===== src/rtl/distortion_pkg.sv =====
// Shared types and constants for the distortion audio path.
package distortion_pkg;

    localparam int DATA_W = 16;
    localparam int COEF_W = 16;
    localparam int THR_W  = 32;
    localparam int PROD_W = 32;

    localparam int SAT_MAX = 32767;
    localparam int SAT_MIN = -32768;

    typedef logic signed [DATA_W-1:0] sample_t;

    typedef enum logic [1:0] {
        MODE_BYPASS = 2'd0,
        MODE_GAIN   = 2'd1,
        MODE_SOFT   = 2'd2,
        MODE_HARD   = 2'd3
    } dist_mode_t;

endpackage


===== src/rtl/distortion_if.sv =====
// Sample stream plus control settings into the distortion processor, processed stream out.
interface distortion_if;
    import distortion_pkg::*;

    logic                      in_valid;
    sample_t                   in_data;
    logic signed [COEF_W-1:0]  gain;
    logic signed [THR_W-1:0]   threshold;
    dist_mode_t                mode;
    logic                      out_valid;
    sample_t                   out_data;
    logic                      clip_led;

    modport master (
        output in_valid, in_data, gain, threshold, mode,
        input  out_valid, out_data, clip_led
    );

    modport slave (
        input  in_valid, in_data, gain, threshold, mode,
        output out_valid, out_data, clip_led
    );

endinterface


===== src/rtl/clip_hold_timer.sv =====
// Retriggerable hold timer: active for HOLD_CYCLES cycles after the most recent trigger.
module clip_hold_timer #(
    parameter int HOLD_CYCLES = 5_000_000
) (
    input  logic CLK,
    input  logic RST_N,
    input  logic trigger,
    output logic active
);

    localparam int CNT_W = (HOLD_CYCLES > 1) ? $clog2(HOLD_CYCLES) : 1;

    logic [CNT_W-1:0] cnt;

    // active drops one cycle after the count reaches zero, giving HOLD_CYCLES high cycles
    always_ff @(posedge CLK or negedge RST_N) begin
        if (!RST_N) begin
            cnt    <= '0;
            active <= 1'b0;
        end else if (trigger) begin
            cnt    <= CNT_W'(HOLD_CYCLES - 1);
            active <= 1'b1;
        end else if (cnt != '0) begin
            cnt    <= cnt - CNT_W'(1);
        end else begin
            active <= 1'b0;
        end
    end

endmodule


===== src/rtl/distortion_processor.sv =====
// Gain + clipping stage for signed 16-bit audio: capture, multiply, shape/saturate, clip LED.
module distortion_processor
    import distortion_pkg::*;
#(
    parameter int HOLD_CYCLES = 5_000_000,
    parameter int SOFT_SHIFT  = 3
) (
    input logic         CLK,
    input logic         RST_N,
    distortion_if.slave bus
);

    function automatic sample_t sat16(input logic signed [PROD_W-1:0] v);
        if (v > SAT_MAX) return sample_t'(SAT_MAX);
        if (v < SAT_MIN) return sample_t'(SAT_MIN);
        return v[DATA_W-1:0];
    endfunction

    function automatic logic overflows16(input logic signed [PROD_W-1:0] v);
        return (v > SAT_MAX) || (v < SAT_MIN);
    endfunction

    function automatic logic signed [COEF_W-1:0] eff_gain(input logic signed [COEF_W-1:0] g);
        return (g < 1) ? COEF_W'(1) : g;
    endfunction

    function automatic sample_t eff_thr(input logic signed [THR_W-1:0] t);
        if (t < 1)       return sample_t'(1);
        if (t > SAT_MAX) return sample_t'(SAT_MAX);
        return t[DATA_W-1:0];
    endfunction

    sample_t                   data_p0;
    logic signed [COEF_W-1:0]  gain_p0;
    sample_t                   thr_p0, thr_p1;
    dist_mode_t                mode_p0, mode_p1;
    logic signed [PROD_W-1:0]  prod_p1;
    sample_t                   out_p2;
    logic                      clip_p2;
    logic                      vld_p0, vld_p1, vld_p2;

    logic signed [PROD_W-1:0]  mult;
    logic signed [PROD_W-1:0]  thr_ext, abs_p, soft_mag, soft_val;
    sample_t                   shaped;
    logic                      clip_n;
    logic                      led;

    always_ff @(posedge CLK or negedge RST_N) begin
        if (!RST_N) begin
            vld_p0 <= 1'b0;
            vld_p1 <= 1'b0;
            vld_p2 <= 1'b0;
            out_p2 <= '0;
        end else begin
            vld_p0 <= bus.in_valid;
            vld_p1 <= vld_p0;
            vld_p2 <= vld_p1;
            if (vld_p1) out_p2 <= shaped;
        end
    end

    // Stage 1: capture sample with its own control settings
    always_ff @(posedge CLK) begin
        if (bus.in_valid) begin
            data_p0 <= bus.in_data;
            gain_p0 <= eff_gain(bus.gain);
            thr_p0  <= eff_thr(bus.threshold);
            mode_p0 <= bus.mode;
        end
        if (vld_p0) begin
            prod_p1 <= mult;
            thr_p1  <= thr_p0;
            mode_p1 <= mode_p0;
        end
        if (vld_p1) clip_p2 <= clip_n;
    end

    // Stage 2: 16x16 product always fits in 32 bits
    always_comb begin
        mult = PROD_W'(data_p0);
        if (mode_p0 != MODE_BYPASS) mult = PROD_W'(data_p0) * PROD_W'(gain_p0);
    end

    // Stage 3: shape by mode, then saturate to 16 bits
    always_comb begin
        thr_ext  = PROD_W'(thr_p1);
        abs_p    = prod_p1[PROD_W-1] ? -prod_p1 : prod_p1;
        soft_mag = thr_ext + ((abs_p - thr_ext) >>> SOFT_SHIFT);
        soft_val = prod_p1[PROD_W-1] ? -soft_mag : soft_mag;
        shaped   = prod_p1[DATA_W-1:0];
        clip_n   = 1'b0;
        case (mode_p1)
            MODE_GAIN: begin
                shaped = sat16(prod_p1);
                clip_n = overflows16(prod_p1);
            end
            MODE_SOFT: begin
                if (abs_p > thr_ext) begin
                    shaped = sat16(soft_val);
                    clip_n = 1'b1;
                end
            end
            MODE_HARD: begin
                if (abs_p > thr_ext) begin
                    shaped = prod_p1[PROD_W-1] ? -thr_p1 : thr_p1;
                    clip_n = 1'b1;
                end
            end
            default: ;
        endcase
    end

    clip_hold_timer #(
        .HOLD_CYCLES(HOLD_CYCLES)
    ) u_clip_timer (
        .CLK     (CLK),
        .RST_N   (RST_N),
        .trigger (vld_p2 & clip_p2),
        .active  (led)
    );

    assign bus.out_valid = vld_p2;
    assign bus.out_data  = out_p2;
    assign bus.clip_led  = led;

endmodule


===== src/flat_wrapper.sv =====
// flat-port wrapper written by rule: the top's interface ports become plain ports
module distortion_processor_flat import distortion_pkg::*;
#(
    parameter int HOLD_CYCLES = 5_000_000,
    parameter int SOFT_SHIFT  = 3
)
  (CLK, RST_N, bus_in_valid, bus_in_data, bus_gain, bus_threshold, bus_mode, bus_out_valid, bus_out_data, bus_clip_led);
  distortion_if bus_i ();
  input logic CLK;
  input logic RST_N;
  input wire logic [$bits(bus_i.in_valid)-1:0] bus_in_valid;
  input wire logic [$bits(bus_i.in_data)-1:0] bus_in_data;
  input wire logic [$bits(bus_i.gain)-1:0] bus_gain;
  input wire logic [$bits(bus_i.threshold)-1:0] bus_threshold;
  input wire logic [$bits(bus_i.mode)-1:0] bus_mode;
  output wire logic [$bits(bus_i.out_valid)-1:0] bus_out_valid;
  output wire logic [$bits(bus_i.out_data)-1:0] bus_out_data;
  output wire logic [$bits(bus_i.clip_led)-1:0] bus_clip_led;
  assign bus_i.in_valid = bus_in_valid;
  assign bus_i.in_data = bus_in_data;
  assign bus_i.gain = bus_gain;
  assign bus_i.threshold = bus_threshold;
  assign bus_i.mode = bus_mode;
  assign bus_out_valid = bus_i.out_valid;
  assign bus_out_data = bus_i.out_data;
  assign bus_clip_led = bus_i.clip_led;
  distortion_processor #(.HOLD_CYCLES(HOLD_CYCLES), .SOFT_SHIFT(SOFT_SHIFT)) u_core (.CLK(CLK), .RST_N(RST_N), .bus(bus_i));
endmodule

===== config.mk =====
export PLATFORM = sky130hd
export DESIGN_NAME = distortion_processor_flat
export DESIGN_NICKNAME = d
export VERILOG_FILES = /design/src/rtl/distortion_pkg.sv /design/src/rtl/distortion_if.sv /design/src/rtl/clip_hold_timer.sv /design/src/rtl/distortion_processor.sv /design/src/flat_wrapper.sv
export SDC_FILE = /design/constraint.sdc
export NUM_CORES = 1
export LEC_CHECK = 0
export CORE_ASPECT_RATIO = 0.9
export CORE_UTILIZATION = 40
export CTS_BUF_LIST = sky130_fd_sc_hd__clkbuf_4 sky130_fd_sc_hd__clkbuf_8
export DETAILED_ROUTE_END_ITERATION = 8
export PLACE_DENSITY = 0.66
export SLEW_MARGIN = 20
export SYNTH_ARGS = -nofsm -noshare
export SYNTH_HDL_FRONTEND = slang
export SYNTH_SLANG_ARGS = --single-unit

===== constraint.sdc =====
create_clock -name CLK -period 15.86 [get_ports CLK]
set_clock_uncertainty 0.1 [all_clocks]
set_input_delay 2.379 -clock CLK [delete_from_list [all_inputs] [get_ports CLK]]
set_output_delay 2.379 -clock CLK [all_outputs]
set_load 0.05 [all_outputs]

==> flow_summary_export.csv, run 1 <==
group,metric,value,unit
sta,hold_viol_final,0,
detailed_routing,wl_per_cell,17.69,um
grt,grt-ovfl-total,0,
sta,fmax,103.7,MHz
detailed_routing,post-route-drc-count,0,
synthesis,yosysSeqAreaShare,0.1966,
place,hpwl,42.53,mm
finish,layout_commonest_cell,"inv_1",
worst_setup_path,cp-end-kind,"register",
clock_tree,cts_buffers,17,
place,gp_congestion,0.9254,
worst_setup_path,critPathMostFrequentCell,"a21o_1",
place,port_buffers,86,
min_path,min_path_type,"reg2reg",
detailed_routing,dr.first_iter.drc_count,1179,
clock_tree,ctsResizeCount,0,
worst_setup_path,r2r_setup_slack,6.22,ns
worst_setup_path,startpoint_type,"register",
detailed_routing,ant_nets,0,
clock_tree,postCtsSetupRepairBufs,0,
synthesis,synthArstFlopShare,0.2986,
sta,setup_violations,0,
sta,min_period,9.642,ns
worst_setup_path,critical_path.max_stage_delay,1.00,ns
synthesis,netlist_instances,2312,
floorplanning,die_y,218.9,um
floorplanning,die-area,0.05318,mm^2
grt,antenna_found_initial,0,
sta,tns,0,ns
grt,grt_busiest_layer,"met2",
finish,layout-drive-gt1-share,0.04161,
clock_tree,cts_hold_buffers,0,
synthesis,synth-edff-count,101,
sta,max_slew_margin,0.2773,
floorplanning,ioPinCount,87,
worst_setup_path,cp_max_fo,15,
grt,grt_util_met3,0.04280,
grt,grt_max_degree,80,
job,cap_viol_max_count,0,
finish,diodes,0,
detailed_routing,vias,16500,
worst_setup_path,arrival,10.00,ns
clock_tree,cts_sinks,144,
floorplanning,start_util,0.4044,
floorplanning,placeableCoreArea,0.05170,mm^2
worst_setup_path,worst_path_max_delay_cell,"o41ai_4",
synthesis,ys_ff_latch,144,
finish,final_cell_mix,"inv_1, fa_1, nand2_1",
clock_tree,cts_tree,"done",
detailed_routing,routed_via_density,5.423,
clock_tree,clock_latency,0.54,ns
grt,grt_util_met1,0.2826,
floorplanning,dieWidth,243.0,um
grt,groute.usage.overall,0.2106,
worst_setup_path,required,16.22,ns
place,placed_area,0.02234,mm^2
sta,worstMarginPinSlew,1.080,ns
synthesis,synthFlopType,"edfxtp_1",
sta,min_period_over_period,0.6080,
detailed_routing,first_pass_iters,7,
worst_setup_path,path_class,"reg2reg",
grt,grt_pass1_vias,17190,
finish,final_nets,2824,
run_status,outcome,"finished, final reports clean",
clock_tree,cts_root_buffer,"clkbuf_8",
finish,area_growth,8.966,%
detailed_routing,routed_wl,53.83,mm
sta,maxSlewViolCount,0,
finish,design_area,0.02278,mm^2
grt,grtUsageMet2,0.3533,
grt,grt_pass1_wl,89.42,mm
clock_tree,cts_htree_levels,4,
synthesis,netlist_area,0.02090,mm^2
synthesis,yosysWarnings,0,
clock_tree,path_clk_slew,0.11,ns
floorplanning,row_count,79,
clock_tree,max-clock-path-buffers,2,
synthesis,synth_cell_types,89,
synthesis,synth_area_per_cell,9.041,um^2
sta,rsz0062_at_grt,"false",
## critical path: cells and delay by family, from the launching register on
kind	cells	cell delay [ns]
fa+ha+maj	2	0.63
flops	1	0.42
xor+xnor	3	0.46
simple gates	9	2.26
compound gates	18	5.52
buf+inv	1	0.14
## logic make-up (layout without fill, tap and decap cells)
| family | count (synthesis) | in the layout | synth area share |
|---|---|---|---|
| AND/OR/NAND/NOR | 783 | 783 | 0.1860 |
| AO/OA/AOI/OAI | 410 | 410 | 0.1361 |
| adder cells (fa/ha/maj) | 413 | 413 | 0.3417 |
| flip-flops | 144 | 144 | 0.1966 |
| buffers and inverters | 408 | 450 | 0.07422 |
| XOR/XNOR | 142 | 142 | 0.05986 |
| multiplexers | 11 | 11 | 0.005447 |
| other | 1 | 2 | 0.0001794 |
## sequential cells by signal, summed over array words and instances (netlist names), 16 cells and up
| name | flops |
|---|---|
| u_core.data_p0 | 16 |
| u_core.bus.out_data | 16 |
| u_core.prod_p1 | 32 |
| u_core.gain_p0 | 16 |
| u_core.u_clip_timer.cnt | 23 |
| u_core.thr_p0 | 16 |
| u_core.thr_p1 | 16 |
## routing by layer
layer / share of wire / vias to the layer above
met2: 0.47 / 496
met3: 0.063 / 48
met1: 0.45 / 8134
met4: 0.011 / 0
met5: 0 / -
li1: - / 7824
## final cells by class
class	instances	area, um^2
well taps	688	860.8
inverters	326	1224
multi-input cells	1761	15270
flip-flops and latches	144	4114
clock buffers	18	241.5
repair buffers	92	898.4
fillers	4978	28920
clock inverters	14	171.4
## cell usage after synthesis (25+ instances only)
cell type	number	area share
inv_1	325	0.058
fa_1	263	0.25
nand2_1	258	0.046
ha_1	150	0.090
nor2_1	137	0.025
and2_1	118	0.035
xnor2_1	110	0.046
edfxtp_1	101	0.15
a21oi_1	96	0.023
o21ai_0	93	0.022
clkbuf_1	71	0.013
nor3_1	48	0.011
dfrtp_1	43	0.051
nand2b_1	37	0.011
nand3_1	36	0.0086
xor2_1	31	0.013
or3_1	26	0.0078
a21o_1	25	0.0090
nand4_1	25	0.0075
## through the flow
step | hold slack [ns] | worst slack (ns) | instances | util
6_report | 0.3085 | 6.218 | 3043 | 0.4406
2_1_floorplan | 0.3003 | 7.203 | 2313 | -
3_3_place_gp | 0.3044 | 6.531 | 3011 | 0.4321
5_1_grt | 0.3346 | 5.395 | 3043 | 0.4406
3_5_place_dp | 0.3045 | 6.299 | 3011 | 0.4321
4_1_cts | 0.3130 | 6.282 | 3043 | 0.4401
## final timing paths
check,startpoint,to,cells after the start
worst max-delay path,u_core.prod_p1[0]$_DFFE_PP_,u_core.bus.out_data[2]$_DFFE_PN0P_,33
worst min-delay path,u_core.thr_p0[2]$_SDFFCE_PP0P_,u_core.thr_p1[2]$_DFFE_PP_,0
worst max register to register,u_core.prod_p1[0]$_DFFE_PP_,u_core.bus.out_data[2]$_DFFE_PN0P_,33
worst min register to register,u_core.thr_p0[2]$_SDFFCE_PP0P_,u_core.thr_p1[2]$_DFFE_PP_,0
max in group asynchronous,RST_N,u_core.vld_p0$_DFF_PN0_,1
min in group asynchronous,RST_N,u_core.vld_p1$_DFF_PN0_,1
Power of run 1 is left out: the tool's default activity adds up to more than one toggle a clock period on the data nets, which glitch-free logic cannot reach.
==> run 2, diff against run 1 <==
Clock period 15.86 ns to 9.67 ns, I/O delays scaled along.
==> flow_summary_export.csv, run 2 (synthesis results as in run 1) <==
group,metric,value,unit
run_status,outcome,"finished, final reports clean",
worst_setup_path,cp_max_fo,15,
sta,max_slew_margin,0.3086,
worst_setup_path,worst_path_max_delay_cell,"or4_1",
grt,grt_max_degree,52,
clock_tree,cts_root_buffer,"clkbuf_8",
clock_tree,path_clk_slew,0.09,ns
worst_setup_path,cp-end-kind,"register",
worst_setup_path,arrival,9.12,ns
clock_tree,cts_sinks,144,
clock_tree,cts_buffers,17,
finish,layout-drive-gt1-share,0.04278,
clock_tree,cts_tree,"done",
place,hpwl,42.05,mm
sta,setup_violations,0,
place,placed_area,0.02239,mm^2
sta,min_period,8.770,ns
detailed_routing,routed_wl,53.31,mm
finish,layout_commonest_cell,"inv_1",
sta,maxSlewViolCount,0,
floorplanning,die_y,218.9,um
clock_tree,postCtsSetupRepairBufs,0,
finish,reg.largest.list,"u_core.prod_p1 x32, u_core.u_clip_timer.cnt x23",
clock_tree,clock_latency,0.53,ns
detailed_routing,routed_via_density,5.435,
worst_setup_path,startpoint_type,"register",
sta,tns,0,ns
finish,final_cell_mix,"inv_1, fa_1, nand2_1",
place,preCtsSetupSlack,1.036,ns
clock_tree,ctsResizeCount,0,
floorplanning,die-area,0.05318,mm^2
min_path,min_path_type,"reg2reg",
grt,groute.usage.overall,0.2086,
sta,whs,0.3199,ns
worst_setup_path,path_class,"reg2reg",
finish,design_area,0.02277,mm^2
sta,fmax,114.0,MHz
finish,final_nets,2830,
floorplanning,ioPinCount,87,
min_path,min_path_cells,0,
detailed_routing,first_pass_iters,7,
worst_setup_path,cp_top_family,"compound AO/OA/AOI/OAI gates",
detailed_routing,post-route-drc-count,0,
finish,diodes,0,
finish,largest_reg_flops,32,
detailed_routing,dr.first_iter.drc_count,1401,
grt,grt_pass1_vias,17300,
worst_setup_path,path_buf_inv,2,
place,gp_congestion,0.9736,
finish,area_growth,8.924,%
floorplanning,placeableCoreArea,0.05170,mm^2
worst_setup_path,critical_path.max_stage_delay,0.57,ns
sta,min_period_over_period,0.9070,
job,cap_viol_max_count,0,
detailed_routing,wl_per_cell,17.48,um
clock_tree,max-clock-path-buffers,2,
grt,antenna_found_initial,0,
place,port_buffers,86,
clock_tree,cts_htree_levels,4,
sta,worstMarginPinSlew,1.033,ns
grt,grt-ovfl-total,0,
finish,top_register,"u_core.prod_p1",
floorplanning,row_count,79,
clock_tree,cts_hold_buffers,0,
worst_setup_path,cp_num_cells,33,
worst_setup_path,critPathMostFrequentCell,"a21o_1",
detailed_routing,ant_nets,0,
floorplanning,start_util,0.4044,
worst_setup_path,required,10.02,ns
sta,rsz0062_at_grt,"false",
worst_setup_path,reg2regPathDepth,33,
detailed_routing,vias,16570,
sta,hold_viol_final,0,
floorplanning,dieWidth,243.0,um
grt,grt_pass1_wl,88.53,mm
sta,worst_slack,0.8997,ns
run 2: metal layers:
| metal | track usage | wire length [um] | up-vias |
|---|---|---|---|
| met5 | 0 | 12 | - |
| li1 | - | - | 7830 |
| met2 | 0.3452 | 24680 | 507 |
| met1 | 0.2799 | 23860 | 8165 |
| met3 | 0.04085 | 3847 | 66 |
| met4 | 0.05199 | 911 | 2 |
run 2: path summary, 6_finish.rpt:
kind,startpoint,endpoint,slack [ns]
max in group asynchronous,RST_N,u_core.vld_p0$_DFF_PN0_,8.11
min in group asynchronous,RST_N,u_core.bus.out_data[6]$_DFFE_PN0P_,0.91
max,u_core.prod_p1[4]$_DFFE_PP_,u_core.bus.out_data[14]$_DFFE_PN0P_,0.90
min reg2reg,u_core.thr_p0[8]$_SDFFCE_PP0P_,u_core.thr_p1[8]$_DFFE_PP_,0.32
max reg2reg,u_core.prod_p1[4]$_DFFE_PP_,u_core.bus.out_data[14]$_DFFE_PN0P_,0.90
min,u_core.thr_p0[8]$_SDFFCE_PP0P_,u_core.thr_p1[8]$_DFFE_PP_,0.32
run 2: area by class of cell:
class,instances,area [um^2]
clock buffers,19,261.5
clock inverters,13,115.1
fillers,5018,28930
inverters,326,1224
multi-input cells,1761,15250
flip-flops and latches,144,4113
well taps,688,860.8
repair buffers,98,940.9
run 2: worst register-to-register path: cells and delay by family (launching register included):
kind / cells / cell delay, ns
flip-flops: 1 / 0.48
XOR/XNOR: 3 / 0.44
AO/OA/AOI/OAI: 18 / 4.30
AND/OR/NAND/NOR: 8 / 2.29
adder cells (fa/ha/maj): 2 / 0.63
buffers and inverters: 2 / 0.47
run 2: stage by stage:
stage          std cells  utilization
6_report            3049       0.4404
5_1_grt             3049       0.4404
4_1_cts             3049       0.4403
3_5_place_dp        3017       0.4330
3_3_place_gp        3017       0.4330
2_1_floorplan       2313            -
Power of run 2 is left out for the same reason.
==> run 3, diff against run 2 <==
Settings changed: PLACE_DENSITY 0.66 to 0.53.
==> flow_summary_export.csv, run 3 (synthesis results as in run 1) <==
group,metric,value,unit
run_status,outcome,"finished, final reports clean",
detailed_routing,first_pass_iters,7,
clock_tree,cts_sinks,144,
finish,layout-drive-gt1-share,0.04399,
finish,diodes,0,
finish,layout_commonest_cell,"inv_1",
detailed_routing,routed_wl,55.98,mm
worst_setup_path,path_class,"reg2reg",
min_path,min_to,"u_core.thr_p1[3]$_DFFE_PP_",
worst_setup_path,cp_top_family,"compound AO/OA/AOI/OAI gates",
worst_setup_path,required,10.05,ns
floorplanning,placeableCoreArea,0.05170,mm^2
worst_setup_path,r2r_setup_slack,0.84,ns
floorplanning,die-area,0.05318,mm^2
floorplanning,row_count,79,
detailed_routing,dr.first_iter.drc_count,1039,
clock_tree,path_clk_slew,0.09,ns
clock_tree,cts_buffers,17,
worst_setup_path,path_buf_inv,2,
detailed_routing,vias,16240,
sta,max_slew_margin,0.2835,
sta,min_period,8.830,ns
clock_tree,postCtsSetupRepairBufs,0,
grt,grt-ovfl-total,0,
place,placed_cells,3020,
floorplanning,die_y,218.9,um
clock_tree,cts_tree,"done",
grt,groute.usage.overall,0.2198,
sta,setup_violations,0,
place,preCtsSetupSlack,0.9786,ns
grt,grt_pass1_vias,16560,
detailed_routing,wl_per_cell,18.34,um
worst_setup_path,startpoint_type,"register",
finish,final_nets,2833,
sta,hold_viol_final,0,
floorplanning,start_util,0.4044,
sta,maxSlewViolCount,0,
finish,area_growth,9.290,%
worst_setup_path,reg2regPathDepth,33,
min_path,min_path_cells,0,
detailed_routing,routed_via_density,5.320,
worst_setup_path,critPathMostFrequentCell,"a21o_1",
sta,tns,0,ns
worst_setup_path,cp-end-kind,"register",
place,gp_congestion,0.9305,
finish,reg.largest.list,"u_core.prod_p1 x32, u_core.u_clip_timer.cnt x23",
min_path,min_path_type,"reg2reg",
finish,layout.cells.non_filler,3052,
worst_setup_path,r2r-start,"u_core.prod_p1[4]$_DFFE_PP_",
sta,fmax,113.2,MHz
worst_setup_path,critical_path.max_stage_delay,0.59,ns
place,hpwl,44.39,mm
worst_setup_path,cp_max_fo,15,
worst_setup_path,worst_path_max_delay_cell,"or4_1",
worst_setup_path,arrival,9.21,ns
detailed_routing,post-route-drc-count,0,
finish,nFillCells,5036,
clock_tree,max-clock-path-buffers,2,
floorplanning,dieWidth,243.0,um
place,port_buffers,86,
finish,largest_reg_flops,32,
finish,final_cell_mix,"inv_1, fa_1, nand2_1",
worst_setup_path,r2r-end,"u_core.bus.out_data[8]$_DFFE_PN0P_",
floorplanning,ioPinCount,87,
sta,worstMarginPinSlew,1.071,ns
clock_tree,clock_latency,0.56,ns
grt,antenna_found_initial,0,
min_path,hp-start,"u_core.thr_p0[3]$_SDFFCE_PP0P_",
clock_tree,cts_htree_levels,4,
clock_tree,cts_root_buffer,"clkbuf_8",
job,cap_viol_max_count,0,
grt,grt_max_degree,52,
detailed_routing,ant_nets,0,
sta,rsz0062_at_grt,"false",
sta,min_period_over_period,0.9132,
grt,grt_pass1_wl,91.16,mm
sta,worst_slack,0.8397,ns
finish,top_register,"u_core.prod_p1",
-- run 3: layout make-up --
cell class / instances / area (um^2) / share of cell area
tap: 688 / 860.8 / 0.03768
inverter: 326 / 1224 / 0.05356
sequential: 144 / 4113 / 0.1800
timing repair buffer: 101 / 965.9 / 0.04228
clock inverter: 13 / 183.9 / 0.008051
clock buffer: 19 / 249.0 / 0.01090
multi-input combinational: 1761 / 15250 / 0.6675
-- run 3: metal layers --
metal  track usage  vias up  share of wire
met1        0.3040     7993           0.48
met3       0.03057       48          0.038
met4       0.05975        0          0.017
li1              -     7845              -
met2        0.3602      351           0.46
met5             0        -              0
-- run 3: worst max path at each step --
stage / endpoint / cells after the start / slack, ns / start
global placement: u_core.bus.out_data[1]$_DFFE_PN0P_ / 33 / 1.05 / u_core.prod_p1[4]$_DFFE_PP_
detailed placement: u_core.bus.out_data[4]$_DFFE_PN0P_ / 33 / 0.98 / u_core.prod_p1[4]$_DFFE_PP_
global route: u_core.bus.out_data[14]$_DFFE_PN0P_ / 33 / 0.04 / u_core.prod_p1[4]$_DFFE_PP_
finish: u_core.bus.out_data[8]$_DFFE_PN0P_ / 33 / 0.84 / u_core.prod_p1[4]$_DFFE_PP_
floorplan: u_core.bus.out_data[10]$_DFFE_PN0P_ / 37 / 1.01 / u_core.prod_p1[31]$_DFFE_PP_
CTS: u_core.bus.out_data[10]$_DFFE_PN0P_ / 35 / 0.90 / u_core.prod_p1[0]$_DFFE_PP_
-- run 3: repair_timing --
item / CTS / global route
setup endpoints to repair: 0 / 1
hold buffers: 0 / 0
gates resized for setup: 0 / 1
-- run 3: stage by stage --
| step | hold WS [ns] | utilization | area [um^2] |
|---|---|---|---|
| 5_1_grt | 0.3316 | 0.4419 | 22850 |
| 4_1_cts | 0.3241 | 0.4418 | 22840 |
| 3_3_place_gp | 0.3016 | 0.4335 | 22410 |
| 2_1_floorplan | 0.3003 | - | 20910 |
| 6_report | 0.3238 | 0.4419 | 22850 |
| 3_5_place_dp | 0.3045 | 0.4335 | 22410 |
-- run 3: worst register-to-register path: cells and delay by family (launching register included) --
| family | cells | cell delay (ns) |
|---|---|---|
| buffers and inverters | 2 | 0.47 |
| DFF | 1 | 0.48 |
| and+or+nand+nor | 8 | 2.35 |
| adders and majority gates | 2 | 0.63 |
| AOI/OAI and AO/OA | 18 | 4.27 |
| xor gates and xnor gates | 3 | 0.45 |
Power of run 3 is left out for the same reason.
